==> src/rtl/plm_sched_pkg.sv <==
`default_nettype none
// ============================================================================
// Module      : plm_sched_pkg
// Description : Shared types and width helpers for the PLM scheduling kernels
//               and the PLM response router.
//               - plm_tag_t   : grant tag {valid, consumer, wr} carried down the
//                               read-latency pipe
//               - plm_*()     : derived widths (kernel count, consumer-index
//                               width, counter width, request/PLM bus widths)
// Revision    : 1.0 - initial release
// ============================================================================
package plm_sched_pkg;

   // Widest consumer index a tag can carry. The tag is a fixed-layout struct
   // so it can live in a package; narrower indices are zero-extended into it.
   localparam int CID_MAX_W = 8;

   typedef struct packed {
      logic                 valid;
      logic [CID_MAX_W-1:0] consumer;
      logic                 wr;
   } plm_tag_t;

   function automatic int plm_nkernels(input int nbanks, input int nports);
      return nbanks * nports;
   endfunction

   function automatic int plm_cid_w(input int nconsumers);
      return (nconsumers > 1) ? $clog2(nconsumers) : 1;
   endfunction

   // Outstanding counter must hold every grant that can be in flight.
   function automatic int plm_out_w(input int nkernels, input int read_latency);
      return $clog2(nkernels * (read_latency + 1) + 1);
   endfunction

   // One consumer request: write flag, address, write data.
   function automatic int plm_req_width(input int addr_w, input int value_w);
      return 1 + addr_w + value_w;
   endfunction

   // Flattened PLM input bus: one {we, addr, wdata} per kernel.
   function automatic int plm_input_width(input int nkernels, input int addr_w,
                                          input int value_w);
      return nkernels * (1 + addr_w + value_w);
   endfunction

   // Flattened PLM output bus: one read word per kernel.
   function automatic int plm_output_width(input int nkernels, input int value_w);
      return nkernels * value_w;
   endfunction

endpackage
`default_nettype wire

==> src/rtl/plm_tag_delay.sv <==
`default_nettype none
// ============================================================================
// Module      : plm_tag_delay
// Description : Fixed-depth shift register of grant tags, aligning a kernel's
//               grant with the PLM read data it produces DEPTH cycles later.
// Ports       : clk     - rising-edge clock
//               reset_n - asynchronous active-low clear of all stages
//               tag_i   - tag captured into stage 0 every cycle
//               tag_o   - final-stage tag
//               busy_o  - any stage holds a valid tag
// Revision    : 1.0 - initial release
// ============================================================================
module plm_tag_delay
   import plm_sched_pkg::*;
#(
   parameter int DEPTH = 1
) (
   input  logic     clk,
   input  logic     reset_n,
   input  plm_tag_t tag_i,
   output plm_tag_t tag_o,
   output logic     busy_o
);

   plm_tag_t stage_q [DEPTH];
   plm_tag_t stage_d [DEPTH];

   always_comb begin
      stage_d[0] = tag_i;
      for (int i = 1; i < DEPTH; i++) begin
         stage_d[i] = stage_q[i-1];
      end
   end

   always_ff @(posedge clk or negedge reset_n) begin
      if (!reset_n) begin
         for (int i = 0; i < DEPTH; i++) begin
            stage_q[i] <= '0;
         end
      end else begin
         for (int i = 0; i < DEPTH; i++) begin
            stage_q[i] <= stage_d[i];
         end
      end
   end

   always_comb begin
      busy_o = 1'b0;
      for (int i = 0; i < DEPTH; i++) begin
         busy_o = busy_o | stage_q[i].valid;
      end
   end

   assign tag_o = stage_q[DEPTH-1];

endmodule
`default_nettype wire

==> src/rtl/plm_response_router.sv <==
`default_nettype none
// ============================================================================
// Module      : plm_response_router
// Description : Routes PLM read data / write completions back to the consumer
//               that each kernel granted, PLM_READ_LATENCY+1 cycles after the
//               grant, and tracks per-consumer outstanding requests.
// Ports       : clk, reset_n          - clock, async active-low reset
//               grant_valid/consumer/wr - per-kernel grant this cycle
//               plm_outputs           - per-kernel PLM read word
//               resp_valid/resp_data  - per-consumer read response pulse/data
//               resp_wr_ack           - per-consumer write completion pulse
//               outstanding           - per-consumer in-flight request count
//               idle                  - nothing outstanding, all pipes empty
//               route_err             - sticky collision/bad-index/saturation
// Revision    : 1.0 - initial release
// ============================================================================
module plm_response_router
   import plm_sched_pkg::*;
#(
   parameter int ADDR_WIDTH       = 4,
   parameter int VALUE_WIDTH      = 8,
   parameter int NCONSUMERS       = 2,
   parameter int NBANKS           = 1,
   parameter int NPORTS           = 1,
   parameter int PLM_READ_LATENCY = 1,
   localparam int NKERNELS        = plm_nkernels(NBANKS, NPORTS),
   localparam int CID_W           = plm_cid_w(NCONSUMERS),
   localparam int OUT_W           = plm_out_w(NKERNELS, PLM_READ_LATENCY)
) (
   input  logic                                 clk,
   input  logic                                 reset_n,
   input  logic [NKERNELS-1:0]                  grant_valid,
   input  logic [NKERNELS-1:0][CID_W-1:0]       grant_consumer,
   input  logic [NKERNELS-1:0]                  grant_wr,
   input  logic [NKERNELS-1:0][VALUE_WIDTH-1:0] plm_outputs,
   output logic [NCONSUMERS-1:0]                resp_valid,
   output logic [NCONSUMERS-1:0][VALUE_WIDTH-1:0] resp_data,
   output logic [NCONSUMERS-1:0]                resp_wr_ack,
   output logic [NCONSUMERS-1:0][OUT_W-1:0]     outstanding,
   output logic                                 idle,
   output logic                                 route_err
);

   localparam int OUT_MAX = (2 ** OUT_W) - 1;

   if (ADDR_WIDTH < 1 || PLM_READ_LATENCY < 1 || NPORTS < 1 || NPORTS > 2 ||
       CID_W > CID_MAX_W) begin : g_param_check
      $error("plm_response_router: unsupported parameter combination");
   end

   // -------------------------------------------------------------------------
   // Tag capture and latency alignment
   // -------------------------------------------------------------------------
   plm_tag_t              cap_tag  [NKERNELS];
   plm_tag_t              fin_tag  [NKERNELS];
   logic [NKERNELS-1:0]   pipe_busy;
   logic [NKERNELS-1:0]   bad_idx;

   // Out-of-range consumer indices never enter the pipe as valid tags, so
   // they cannot produce a response or touch any counter.
   always_comb begin
      for (int k = 0; k < NKERNELS; k++) begin
         cap_tag[k].valid    = grant_valid[k] && (int'(grant_consumer[k]) < NCONSUMERS);
         cap_tag[k].consumer = CID_MAX_W'(grant_consumer[k]);
         cap_tag[k].wr       = grant_wr[k];
         bad_idx[k]          = grant_valid[k] && (int'(grant_consumer[k]) >= NCONSUMERS);
      end
   end

   for (genvar k = 0; k < NKERNELS; k++) begin : g_tag_delay
      plm_tag_delay #(
         .DEPTH (PLM_READ_LATENCY)
      ) u_tag_delay (
         .clk     (clk),
         .reset_n (reset_n),
         .tag_i   (cap_tag[k]),
         .tag_o   (fin_tag[k]),
         .busy_o  (pipe_busy[k])
      );
   end

   // -------------------------------------------------------------------------
   // Response routing, outstanding counters, error flag
   // -------------------------------------------------------------------------
   logic [NCONSUMERS-1:0]                  resp_valid_q,  resp_valid_d;
   logic [NCONSUMERS-1:0]                  resp_wr_ack_q, resp_wr_ack_d;
   logic [NCONSUMERS-1:0][VALUE_WIDTH-1:0] resp_data_q,   resp_data_d;
   logic [NCONSUMERS-1:0][OUT_W-1:0]       out_q,         out_d;
   logic                                   err_q,         err_d;

   always_comb begin
      logic hit;
      logic collide;
      logic sat_err;
      int   inc;
      int   dec;
      int   nxt;

      resp_valid_d  = '0;
      resp_wr_ack_d = '0;
      resp_data_d   = resp_data_q;
      out_d         = out_q;
      hit           = 1'b0;
      collide       = 1'b0;
      sat_err       = 1'b0;
      inc           = 0;
      dec           = 0;
      nxt           = 0;

      for (int c = 0; c < NCONSUMERS; c++) begin
         hit = 1'b0;
         inc = 0;
         dec = 0;
         // Ascending kernel scan: the first hit is the lowest index and wins;
         // any later hit for the same consumer is a dropped collision.
         for (int k = 0; k < NKERNELS; k++) begin
            if (fin_tag[k].valid && fin_tag[k].consumer == CID_MAX_W'(c)) begin
               dec = dec + 1;
               if (!hit) begin
                  hit = 1'b1;
                  if (fin_tag[k].wr) begin
                     resp_wr_ack_d[c] = 1'b1;
                  end else begin
                     resp_valid_d[c] = 1'b1;
                     resp_data_d[c]  = plm_outputs[k];
                  end
               end else begin
                  collide = 1'b1;
               end
            end
            if (cap_tag[k].valid && cap_tag[k].consumer == CID_MAX_W'(c)) begin
               inc = inc + 1;
            end
         end

         nxt = int'(out_q[c]) + inc - dec;
         if (nxt < 0) begin
            out_d[c] = '0;
            sat_err  = 1'b1;
         end else if (nxt > OUT_MAX) begin
            out_d[c] = OUT_W'(OUT_MAX);
            sat_err  = 1'b1;
         end else begin
            out_d[c] = OUT_W'(nxt);
         end
      end

      err_d = err_q | (|bad_idx) | collide | sat_err;
   end

   always_ff @(posedge clk or negedge reset_n) begin
      if (!reset_n) begin
         resp_valid_q  <= '0;
         resp_wr_ack_q <= '0;
         resp_data_q   <= '0;
         out_q         <= '0;
         err_q         <= 1'b0;
      end else begin
         resp_valid_q  <= resp_valid_d;
         resp_wr_ack_q <= resp_wr_ack_d;
         resp_data_q   <= resp_data_d;
         out_q         <= out_d;
         err_q         <= err_d;
      end
   end

   assign resp_valid  = resp_valid_q;
   assign resp_wr_ack = resp_wr_ack_q;
   assign resp_data   = resp_data_q;
   assign outstanding = out_q;
   assign route_err   = err_q;
   assign idle        = (out_q == '0) && !(|pipe_busy);

endmodule
`default_nettype wire

==> config.mk <==
export PLATFORM = sky130hd
export DESIGN_NAME = plm_response_router
export DESIGN_NICKNAME = d
export VERILOG_FILES = /design/src/rtl/plm_sched_pkg.sv /design/src/rtl/plm_tag_delay.sv /design/src/rtl/plm_response_router.sv
export SDC_FILE = /design/constraint.sdc
export NUM_CORES = 1
export LEC_CHECK = 0
export BUFFER_PORTS_ARGS = -buffer_cell sky130_fd_sc_hd__buf_2
export CORE_MARGIN = 2
export CORE_UTILIZATION = 49
export CTS_BUF_LIST = sky130_fd_sc_hd__clkbuf_16
export CTS_CLUSTER_DIAMETER = 100
export DETAILED_ROUTE_END_ITERATION = 16
export PLACE_DENSITY_LB_ADDON = 0.1
export SETUP_SLACK_MARGIN = 0.4
export SYNTH_ARGS = -nofsm -noshare
export SYNTH_HDL_FRONTEND = slang
export SYNTH_SLANG_ARGS = --single-unit
==> constraint.sdc <==
create_clock -name clk -period 2.6 [get_ports clk]
set_input_delay 0.13 -clock clk [delete_from_list [all_inputs] [get_ports clk]]
set_output_delay 0.13 -clock clk [all_outputs]
set_load 0.005 [all_outputs]
==> reports/summary.md <==
The net count of the finished layout is 151. The tools report the critical path endpoint category as a flop. By startpoint and endpoint, the worst setup path is classified as reg2reg.

The largest stage delay on the critical path is 0.42 ns, and the sum of routed wire segments on met1 is 935 µm. TritonCTS built the clock tree. The startpoint of the tightest hold check path was grant_consumer. The later pin in the worst-skew pair is clocked with a latency of 0.26 ns. The clock network accounts for 33.9% of the total power. Wire segments on met3 add up to 116 µm in the final route. The HPWL after detailed placement was 1550 µm. The number of global-route vias before repair is 675. In this run the clock root is driven by a clkbuf_16. For the maximum operating frequency, the log shows 0.485 GHz. The smallest clock period supported by the final layout is computed as 2.06 ns. Clock tree synthesis inserted a total of 3 buffers.

The total met2 wirelength after detailed routing is 1010 µm. The max-slew violation total from the final report was 0. The run finished with clean final reports. The first-pass detailed-route iteration total is 2, and the number of H-tree branching levels is 1. The count of cell types in the netlist came out at 19.

For the worst setup path, the data arrival time is 2.19 ns. The tools report the total congestion overflow as 0. Relative to the synthesized area, the layout overhead comes to 28.9%. For this run, the number of Yosys warnings is 0. After detailed routing, the total wire length is 2090 µm. The run gives 3150 µm as the first-pass GRT wire length. The number of buffers and inverters on the critical path is 2. Cells with a size suffix above 1 make up 50.4% of the layout.

Across the VDD grid, the largest voltage drop is 0.496 mV. For the boundary pin count, the log shows 39. Clock skew on the completed layout was measured at 0.00452 ns. Required time of the critical path: 2.73 ns. The run gives 50.2% as the starting utilization of the core area. The number of nets handed over by synthesis was 107. The family with the most delay on the worst path was adder cells. The critical path goes through and2_1 -> ha_1 -> inv_1 -> ha_2 -> fa_1 -> inv_1 -> ha_1 -> nor3b_2 -> nand4b_1. Summed over all nets, the switching power comes to 329 µW.

The core area came out at 2410 µm². The number of input and output port buffers inserted works out to 38. Row generation in the floorplan step produced 18 rows. In the routed design, unresolved DRC markers number 0.

Summed over all failing endpoints, the final setup total negative slack is 0 ns. The average routed wire per standard cell was 13.3 µm; the final number of hold-violating endpoints was 0. In this run the vertical extent of the chip is 53.7 µm. Along the worst path, the maximum fanout reaches 6. 0 antenna diodes ended up in the layout. Critical-path cell with the highest stage delay: dfrtp_1.

The vias per cell was 4.91; the synthesized area per cell was 14.4 µm². The detailed router's first-iteration violation count was 1. Routability-driven placement finished with a final weighted congestion of 0.745. Summed over all cells, the static leakage comes to 0.781 nW. The cell internal power dissipation was 995 µW.

Power spread over the standard cell area amounts to 850 nW/µm². Combined global-route utilization of all metal layers: 15.5%. The finished layout holds 157 standard cells, fillers aside. The synthesized netlist occupies a cell area of 1210 µm². Across all register-to-register paths, the minimum setup slack is 0.54 ns. Sequential cells account for 41.8% of the total power. Setup repair after global routing left no endpoint under its margin. Area of the die: 2880 µm². In this run the deepest clock path goes through 2 buffers. After clock tree synthesis, the clock-pin slew on the worst setup and hold paths is 0.06 ns.

The share of the cycle needed by the critical path after routing is 79.2%, and the part of the power in combinational logic is 24.3%. The critical path launch point type was a flop. The cell total after placement was 151. In this run the worst hold path is classified as in2reg. Across the run, the number of max-cap violations was 0. After filler insertion, the fill cell instance count of the layout stands at 185.

For the pin with the worst max-slew slack, the measured transition is 0.722 ns. The number of routed nets with antenna violations was 0. The largest net degree at the start of global routing was 29; the switching share of power was 24.8%. The tools report the cell count after synthesis as 84. In this run the worst setup path begins at g_tag_delay[0].u_tag_delay.busy_o. In this run the critical register-to-register path is launched from g_tag_delay[0].u_tag_delay.busy_o. Detailed routing inserted a total of 771 vias.

The worst pin sits at a relative slew slack of 51.7%. In this run, synthesis produced a sequential element count of 28. The total setup violations reported at the end of the flow was 0.

Count of clock tree sinks: 28. Sequential elements use 57.9% of the synthesized area. The top metal layer carrying routed signals is met4. Measured along the x axis, the die boundary spans 53.7 µm. The initial antenna violation count is 0.
==> cells in the final DEF (no fill, tap or decap), types with 2 or more instances in the layout <==
cell / netlist / final
buf_2: 0 / 38
dfrtp_1: 28 / 28
mux2_2: 16 / 16
inv_1: 9 / 9
ha_1: 8 / 7
nand2b_1: 5 / 5
o21a_1: 4 / 4
clkbuf_16: 0 / 3
nor3b_2: 1 / 2
fa_1: 2 / 2
dlygate4sd3_1: 0 / 2
==> repair_timing <==
action / CTS / global route
gates resized for setup: 0 / 2
setup buffers: 0 / 0
hold endpoints to repair: 29 / 0
hold buffers: 2 / 0
endpoints found under the setup margin: 0 / 1
==> state kept, by name, indices dropped and copies added (netlist names) <==
| signal | count |
|---|---|
| g_tag_delay.u_tag_delay.busy_o | 1 |
| route_err | 1 |
| outstanding | 4 |
| resp_wr_ack | 2 |
| resp_data | 16 |
| g_tag_delay.u_tag_delay.tag_o | 2 |
| resp_valid | 2 |
==> Yosys cell counts <==
library cell   n  area [µm²]
and2_1         1        6.26
and2_2         1        7.51
and3_2         1        7.51
buf_6          1        11.3
dfrtp_1       28         701
fa_1           2        40.0
ha_1           8         100
inv_1          9        33.8
mux2_2        16         180
nand2_1        1        3.75
nand2b_1       5        31.3
nand3b_2       1        11.3
nand4b_1       1        8.76
nor2_1         1        3.75
nor2b_1        1        6.26
nor3b_1        1        7.51
nor3b_2        1        12.5
o21a_1         4        30.0
or4_1          1        7.51
==> cell families (layout without fill, tap and decap cells) <==
kind of cell	count (synthesis)	after routing	share of synthesized area, %
fa+ha+maj	10	10	11.6
flops	28	28	57.9
simple gates	16	16	9.41
buf+inv	10	53	3.72
mux	16	16	14.9
compound gates	4	4	2.48
==> layer usage <==
layer	vias up	track usage, %
li1	370	-
met5	-	0
met1	374	20.8
met2	23	22.6
met3	4	4.44
met4	0	8.12
==> stage by stage <==
stage          utilization [%]  instance area (µm²)  setup slack (ns)  power, mW  hold WS (ns)
2_1_floorplan                -                 1210             0.650      0.747        -0.166
3_3_place_gp              59.2                 1430             0.591      0.867         0.171
3_5_place_dp              59.2                 1430             0.505      0.880         0.183
4_1_cts                   64.4                 1550             0.504       1.33       0.00423
5_1_grt                   64.7                 1560             0.374       1.41       0.00268
6_report                  64.7                 1560             0.540       1.32       0.00550
==> power by group through the flow <==
stage	Clock (mW)	Combinational, mW	Sequential (mW)
after floorplan	0	0.179	0.567
after global placement	0	0.307	0.560
after detailed placement	0	0.318	0.562
after CTS	0.458	0.321	0.554
after global routing	0.475	0.374	0.565
final	0.449	0.322	0.553
==> final cells by class <==
class	count	area (µm²)	share of cell area (%)
sequential	28	701	44.9
multi-input combinational	46	472	30.3
timing repair buffer	40	210	13.5
clock buffer	3	75.1	4.82
tap	30	37.5	2.41
inverter	9	33.8	2.17
clock inverter	1	30.0	1.93
==> final timing paths <==
path / to / cells after the start
worst max-delay path: route_err / 9
worst min-delay path: g_tag_delay[0].u_tag_delay.tag_o[1] / 1
worst max register to register: route_err / 9
worst min register to register: resp_data[1] / 1
max in group asynchronous: outstanding[0] / 2
min in group asynchronous: resp_data[0] / 2
No activity file was read; power rests on OpenSTA's default activity.
